===== src/rtl/uart_alici_v2.sv =====
// uart_alici_v2: oversampled UART receiver with 2-of-3 majority bit
// decisions, optional parity, 1 or 2 stop bits and a show-ahead receive FIFO.
module uart_alici_v2 #(
  parameter int SAAT_BOLEN    = 5208,
  parameter int VERI_BIT      = 8,
  parameter int PARITE        = 0,
  parameter int DUR_BIT       = 1,
  parameter int FIFO_DERINLIK = 4
) (
  input  logic                clk_g,
  input  logic                rst_g,
  input  logic                RX,
  input  logic                al_hazir,
  input  logic                tasma_temizle,
  output logic [VERI_BIT-1:0] al_veri,
  output logic                al_gecerli,
  output logic                parite_hata,
  output logic                cerceve_hata,
  output logic                tasma,
  output logic                mesgul
);

  localparam int SW = $clog2(SAAT_BOLEN);
  localparam int BW = $clog2(VERI_BIT);
  localparam int AW = $clog2(FIFO_DERINLIK);
  localparam int FW = VERI_BIT + 2;

  localparam logic [SW-1:0] SAYAC_SON = SW'(SAAT_BOLEN - 1);
  localparam logic [SW-1:0] ORNEK_1   = SW'((SAAT_BOLEN / 16) * 7);
  localparam logic [SW-1:0] ORNEK_2   = SW'((SAAT_BOLEN / 16) * 8);
  localparam logic [SW-1:0] ORNEK_3   = SW'((SAAT_BOLEN / 16) * 9);
  localparam logic [SW-1:0] DUR_ERKEN = SW'((SAAT_BOLEN / 16) * 9 + 1);
  localparam logic [SW-1:0] SAYAC_BIR = SW'(1);
  localparam logic [BW-1:0] BIT_SON   = BW'(VERI_BIT - 1);
  localparam logic [BW-1:0] BIT_BIR   = BW'(1);
  localparam logic          DUR_SON   = (DUR_BIT == 2);
  localparam logic [AW:0]   PTR_BIR   = (AW + 1)'(1);

  localparam logic [2:0] BOSTA     = 3'd0;
  localparam logic [2:0] START     = 3'd1;
  localparam logic [2:0] VERI      = 3'd2;
  localparam logic [2:0] PARITE_AL = 3'd3;
  localparam logic [2:0] DUR_AL    = 3'd4;

  logic                RX_r1, RX_r2;
  logic [2:0]          durum;
  logic [SW-1:0]       sayac;
  logic [BW-1:0]       bit_idx;
  logic                dur_idx;
  logic [2:0]          ornek;
  logic [VERI_BIT-1:0] veri_r;
  logic                par_hata_r, cer_hata_r;
  logic                cogunluk, bit_sonu;
  logic                yaz, yaz_kabul, oku, tasma_olay;
  logic [FW-1:0]       yaz_kelime;

  logic [FW-1:0]       bellek [FIFO_DERINLIK];
  logic [AW:0]         yaz_ptr, oku_ptr;
  logic                bos, dolu;
  logic [FW-1:0]       bas;

  // Two-flop synchroniser for the asynchronous serial line, idle high.
  always_ff @(posedge clk_g) begin
    if (rst_g) begin
      RX_r1 <= 1'b1;
      RX_r2 <= 1'b1;
    end else begin
      RX_r1 <= RX;
      RX_r2 <= RX_r1;
    end
  end

  assign cogunluk = (ornek[0] & ornek[1]) | (ornek[0] & ornek[2]) | (ornek[1] & ornek[2]);
  assign bit_sonu = (sayac == SAYAC_SON);
  // The final stop bit is resolved early so the next start edge is not missed.
  assign yaz = (durum == DUR_AL) && (dur_idx == DUR_SON) && (sayac == DUR_ERKEN);
  assign yaz_kelime = {veri_r, (PARITE != 0) && par_hata_r, cer_hata_r | ~cogunluk};
  assign mesgul = (durum != BOSTA);

  // Receive FSM: bit-period counter, mid-bit sampling and frame assembly.
  always_ff @(posedge clk_g) begin
    if (rst_g) begin
      durum      <= BOSTA;
      sayac      <= '0;
      bit_idx    <= '0;
      dur_idx    <= 1'b0;
      ornek      <= '1;
      veri_r     <= '0;
      par_hata_r <= 1'b0;
      cer_hata_r <= 1'b0;
    end else begin
      if (durum != BOSTA) begin
        if (sayac == ORNEK_1) ornek[0] <= RX_r2;
        if (sayac == ORNEK_2) ornek[1] <= RX_r2;
        if (sayac == ORNEK_3) ornek[2] <= RX_r2;
      end

      if (durum == BOSTA || yaz || bit_sonu)
        sayac <= '0;
      else
        sayac <= sayac + SAYAC_BIR;

      case (durum)
        BOSTA: begin
          if (!RX_r2) begin
            durum      <= START;
            bit_idx    <= '0;
            dur_idx    <= 1'b0;
            par_hata_r <= 1'b0;
            cer_hata_r <= 1'b0;
          end
        end
        START: begin
          if (bit_sonu) durum <= cogunluk ? BOSTA : VERI;
        end
        VERI: begin
          if (bit_sonu) begin
            veri_r[bit_idx] <= cogunluk;
            if (bit_idx == BIT_SON) begin
              bit_idx <= '0;
              durum   <= (PARITE != 0) ? PARITE_AL : DUR_AL;
            end else begin
              bit_idx <= bit_idx + BIT_BIR;
            end
          end
        end
        PARITE_AL: begin
          if (bit_sonu) begin
            par_hata_r <= (PARITE == 2) ? ~(^veri_r ^ cogunluk) : (^veri_r ^ cogunluk);
            durum      <= DUR_AL;
          end
        end
        DUR_AL: begin
          if (yaz) begin
            durum <= BOSTA;
          end else if (bit_sonu && dur_idx != DUR_SON) begin
            if (!cogunluk) cer_hata_r <= 1'b1;
            dur_idx <= 1'b1;
          end
        end
        default: durum <= BOSTA;
      endcase
    end
  end

  assign bos        = (yaz_ptr == oku_ptr);
  assign dolu       = (yaz_ptr[AW] != oku_ptr[AW]) && (yaz_ptr[AW-1:0] == oku_ptr[AW-1:0]);
  assign oku        = !bos && al_hazir;
  assign yaz_kabul  = yaz && (!dolu || oku);
  assign tasma_olay = yaz && dolu && !oku;

  // FIFO pointers with wrap bit; a pop frees the slot for a same-cycle push.
  always_ff @(posedge clk_g) begin
    if (rst_g) begin
      yaz_ptr <= '0;
      oku_ptr <= '0;
    end else begin
      if (yaz_kabul) yaz_ptr <= yaz_ptr + PTR_BIR;
      if (oku)       oku_ptr <= oku_ptr + PTR_BIR;
    end
  end

  // FIFO storage; contents are masked at the outputs while empty.
  always_ff @(posedge clk_g) begin
    if (yaz_kabul) bellek[yaz_ptr[AW-1:0]] <= yaz_kelime;
  end

  // Sticky overflow flag; a new overflow wins over a clear.
  always_ff @(posedge clk_g) begin
    if (rst_g)              tasma <= 1'b0;
    else if (tasma_olay)    tasma <= 1'b1;
    else if (tasma_temizle) tasma <= 1'b0;
  end

  assign bas          = bellek[oku_ptr[AW-1:0]];
  assign al_gecerli   = !bos;
  assign al_veri      = bos ? '0 : bas[FW-1:2];
  assign parite_hata  = !bos && bas[1];
  assign cerceve_hata = !bos && bas[0];

endmodule


===== config.mk =====
export PLATFORM = sky130hd
export DESIGN_NAME = uart_alici_v2
export DESIGN_NICKNAME = d
export VERILOG_FILES = /design/src/rtl/uart_alici_v2.sv
export SDC_FILE = /design/constraint.sdc
export NUM_CORES = 1
export LEC_CHECK = 0
export ABC_AREA = 1
export BUFFER_PORTS_ARGS = -buffer_cell sky130_fd_sc_hd__buf_2
export CAP_MARGIN = 5
export CORE_UTILIZATION = 50
export CTS_BUF_LIST = sky130_fd_sc_hd__clkbuf_8 sky130_fd_sc_hd__clkbuf_16
export DETAILED_ROUTE_END_ITERATION = 6
export PLACE_DENSITY = 0.73
export SLEW_MARGIN = 5
export SYNTH_ARGS = -nofsm -noshare
export SYNTH_HDL_FRONTEND = slang
export SYNTH_SLANG_ARGS = --single-unit

===== constraint.sdc =====
create_clock -name clk_g -period 3 [get_ports clk_g]
set_input_delay 0.3 -clock clk_g [delete_from_list [all_inputs] [get_ports clk_g]]
set_output_delay 0.3 -clock clk_g [all_outputs]
set_load 0.02 [all_outputs]

After elaboration in Yosys (flattened, before gate mapping)
Memories as Yosys holds them, arrays and structs flattened. A register that Yosys moved wholly into a read port is not among the register bits.
Index checks and enable logic that the tools add are counted.
Widths: inputs -> output; s select.
{"block": "totals", "reg_bits": 41, "input_bits": 5, "out_inout_bits": 13, "mem_count": 1, "ramBits": 36}
{"memory": "bellek", "words": 4, "word_bits": 9, "rd": 1, "rd_clocked_by_memory_dff": 1, "write_ports": 1, "line": "57", "text": "logic [FW-1:0] bellek [FIFO_DERINLIK];"}
{"block": "op_classes", "magnitude_cmp": 2, "n_addsub": 4, "reduce_logical": 31, "mux": 30, "n_bitwise": 8, "n_eq_ne": 22}
{"cell": "$eq 13x12->1 const B", "n": 4}
{"cell": "$mux 3", "n": 9}
{"cell": "$ne 2x2->1 const B", "n": 8}
{"cell": "$pmux 3 s5", "n": 1}
{"cell": "$add 13x1->13 const B", "n": 1}
{"cell": "$eq 13x13->1 const B", "n": 1}
{"cell": "$mux 1", "n": 11}
{"cell": "$logic_and 1x1->1", "n": 10}
{"cell": "$add 3x1->3 const B", "n": 3}
{"cell": "$bwmux 8", "n": 1}
{"cell": "$mux 8", "n": 1}
{"cell": "$reduce_and 2->1", "n": 4}
{"cell": "$eq 3x2->1 const B", "n": 2}
{"cell": "$eq 3x3->1 const B", "n": 2}
{"cell": "$mux 2", "n": 3}
{"cell": "$pmux 3 s2", "n": 1}
{"cell": "$reduce_and 6->1", "n": 1}
{"cell": "$reduce_bool 2->1", "n": 3}
{"cell": "$reduce_and 5->1", "n": 1}
{"cell": "$lt 3x4->1 const B", "n": 1}
{"cell": "$pmux 1 s2", "n": 2}
{"cell": "$reduce_and 4->1", "n": 1}
{"cell": "$and 1x1->1", "n": 3}
{"cell": "$demux 1 s3", "n": 1}
{"cell": "15 further kinds", "n": 22}

Logic depth before layout (Yosys ltp)
{"block": "logic_depth", "ltp_word": 7, "depth_mapped": 12}

Worst setup path before layout
Ideal clock, no wire load.
{"block": "synth_timing", "path_type": "register to register", "startpoint": "register sayac[0]", "endpoint": "memory bellek[0][0] (netlist name) (enable)", "setup_slack_ps": 1131, "path_buffers": 0, "setup_ps": 374, "t_required_ps": 2626, "stages_incl_launch_ff": 11, "arrival_ps": 1494, "path_cell_list": "dfxtp_1 > inv_1 > ha_1 > inv_1 > nor2_1 > nand2_1 > nor2_2 > nand3_2 > inv_2 > nand2_2 > nor2_1"}
{"block": "synth_between", "elab_chain_cells": 5}
{"element": "from (decl)", "line": "47", "text": "logic [SW-1:0] sayac;"}
{"element": "from (signal assigned)", "line": "101", "text": "sayac <= sayac + SAYAC_BIR;"}
{"element": "$eq 13x12->1", "line": "76", "text": "assign yaz = (durum == DUR_AL) && (dur_idx == DUR_SON) && (sayac == DUR_ERKEN);"}
{"element": "$logic_and 1x1->1", "line": "76"}
{"element": "$logic_and 1x1->1", "line": "149", "text": "assign yaz_kabul = yaz && (!dolu || oku);"}
{"element": "$mux 1", "line": "165", "text": "if (yaz_kabul) bellek[yaz_ptr[AW-1:0]] <= yaz_kelime;"}
{"element": "$mux 1 (implied by the code)", "line": "165"}
{"element": "to (decl)", "line": "57"}
Every way passes these cells.

==> impl_metrics.toml <==
[worst_setup_path]
reg2reg_depth = 10
required_ps = 2700
cp_max_fo = 19
cp.arrival_ps = 1930
crit_path_start_kind = "flop"
cp-end-kind = "output pin"
crit_type = "flop to output pin"

[sta]
period_minus_slack_ps = 2230
relSlewSlack_pct = 48.3
fin_crit_sh_pct = 74.4
fin_skew_ps = 19.5
hold-worst-slack_ps = 130
worst_slew_pin_slew_ps = 772
rsz0062_at_grt = "no"
setup-tns-final_ps = 0
hold_viol_final = 0
finalMaxSlewViolations = 0
setup_viol = 0
fmax_ghz = 0.448

[synthesis]
synth_cell_types = 35
yosysWarningCount = 0
synth_area_leaders = "edfxtp_1 28%, dfxtp_1 23%, nand2_1 8.9%"
synthSimpleGateAreaFrac_pct = 28.3
ys_ff_latch = 79
syn_inst = 462
seq_area_frac_synth_pct = 51.0
synthMuxAreaShare_pct = 0
synth-xor-area-share_pct = 1.38
syn-cell-area_um2 = 3800
synth_top_family_by_area = "simple AND/OR/NAND/NOR gates"
avgSynthCellArea_um2 = 8.24
synth_compound_area_share_pct = 7.53
yosysTopAreaCell = "edfxtp_1"
syn_nets = 478
synthAdderAreaFrac_pct = 3.62
yosys.area.top_type_share_pct = 28.4

[routing]
dr.pass1.iters = 4
antenna_left = 0
routed-via-count = 2944
drt_iter0_drc = 161
vias_per_cell = 5.08
wl_per_cell_um = 12.3
routed_wl_um = 7130
drc_errors = 0

[clocking]
cts_sinks = 79
cts_buffers = 9
cts_hold_buf = 0
cts_tree = "done"
post_cts_buffers = 0
cts-root-buf = "clkbuf_8"
clock_latency_ps = 360
cts_resized = 0
cts_buffer_depth = 2
path_clk_slew_ps = 90
cts_max_level = 3

[power]
powerDensity_nw_per_um2 = 568
irDropWorstVdd_mv = 0.394
p_leak_nw = 1.69
power_mw = 2.36

[floorplan]
rows = 31
core_area_um2 = 7290
die_h_um = 89.2
die_w_um = 89.2
initial_core_util_pct = 52.2
die_area_um2 = 7960
ios = 18

[hold_path]
hold_depth = 2
holdCritPathClass = "input pin to flop"

[status]
run_status = "finished, final reports clean"

[global_routing]
grt_max_degree = 20
grt_pass1_vias = 2795
gr-total-overflow = 0
grt_pass1_wl_um = 12400
gr-usage-all-layers_pct = 20.7
antenna_found_initial = 0

[final_layout]
area_growth_pct = 9.08
drive_gt1_share_pct = 12.3
antenna_cells = 0
final_nets = 492
fin_cells = 580

[place]
port_buffers = 16
gp_congestion = 0.867
hpwl_um = 5150
numPlacedInstances = 564

[flow_run]
drv_cap = 0
routing by layer:
layer / GRT usage [%] / part of all wire, % / vias up
met5: 0 / 0 / -
met4: 9.67 / 1.5 / 0
met1: 26.4 / 49 / 1333
met2: 33.4 / 45 / 54
li1: - / - / 1547
met3: 4.62 / 3.8 / 10
worst max-delay path, stage by stage (launching register included):
cell and delay (ps):
dfxtp_1 320, buf_4 200, clkinv_1 420, nor2_1 230, o32ai_1 130, nand2_1 90
inv_1 40, buf_2 150
cell type report:
type	count	area, um^2
Clock buffer	9	124
Fill cell	681	3140
Tap cell	99	124
Multi-Input combinational cell	308	1560
Sequential cell	79	1940
Timing Repair Buffer	17	87.6
Clock inverter	7	85.1
Inverter	61	229
Yosys cell counts:
cell type and n:
nor2_8 1, clkinv_1 2, a22oi_1 1, conb_1 1
nor2_2 4, nor3b_1 2, inv_1 50, nor3_1 11
o32ai_1 9, xor2_1 6, buf_4 3, nand3_1 21
ha_1 11, edfxtp_1 36, nand4_1 16, nand2_2 5
nand3_2 2, nor2_1 78, nand3b_1 1, and2_1 1
clkbuf_1 6, or2_2 2, a21oi_1 20, inv_2 9
buf_2 3, dfxtp_1 43, buf_1 1, nand2_1 90
o21ai_0 18, nor2_4 1, and3_1 1, o21ai_1 2
nor3_2 2, nor4_1 2, buf_6 1
worst paths after layout:
check / start / end / slack (ps)
setup / recovery: flop / al_veri[0] / 770
hold / removal: RX / RX_r1$_SDFF_PP1_ / 130
setup reg to reg: sayac[0]$_SDFF_PP0_ / bellek[1][4]$_DFFE_PP_ / 830
hold reg to reg: RX_r1$_SDFF_PP1_ / RX_r2$_SDFF_PP1_ / 410
cell families (layout without fill, tap and decap cells):
kind of cell,after synthesis,in the layout
XOR/XNOR,6,6
adder cells (fa/ha/maj),11,11
buffers and inverters,75,94
other,1,1
flip-flops,79,79
AND/OR/NAND/NOR,240,240
AO/OA/AOI/OAI,50,50
registers in the layout, indices dropped and copies added, names as in the netlist, named ones only:
name and flops:
tasma 1, cer_hata_r 1, bit_idx 3, durum 3, veri_r 8, ornek 3, dur_idx 1, yaz_ptr 3
oku_ptr 3, RX_r1 1, RX_r2 1, bellek 36, sayac 13
cells in the final DEF, fill, tap and decap left out, types with 11 or more instances in the layout:
cell / instances
inv_1: 50
dfxtp_1: 43
o21ai_0: 18
buf_2: 16
nor3_1: 11
nand3_1: 21
edfxtp_1: 36
nand2_1: 90
a21oi_1: 20
ha_1: 11
nand4_1: 16
nor2_1: 78
report_power, final:
part           leakage [nW]  switching, mW  total (mW)  internal (mW)
clock network         0.107          0.433       0.836          0.404
logic                 0.890          0.248       0.352          0.104
registers             0.691         0.0277        1.17           1.14
total                  1.69          0.708        2.36           1.65
stage by stage:
step / area (um^2) / setup WS [ps] / util, %
final: 4150 / 768 / 56.9
after global routing: 4150 / 540 / 56.9
after CTS: 4150 / 736 / 56.9
after detailed placement: 3940 / 806 / 54.0
after global placement: 3940 / 852 / 54.0
after floorplan: 3800 / 1130 / -
Note: power is estimated with default switching activity, not from simulation.
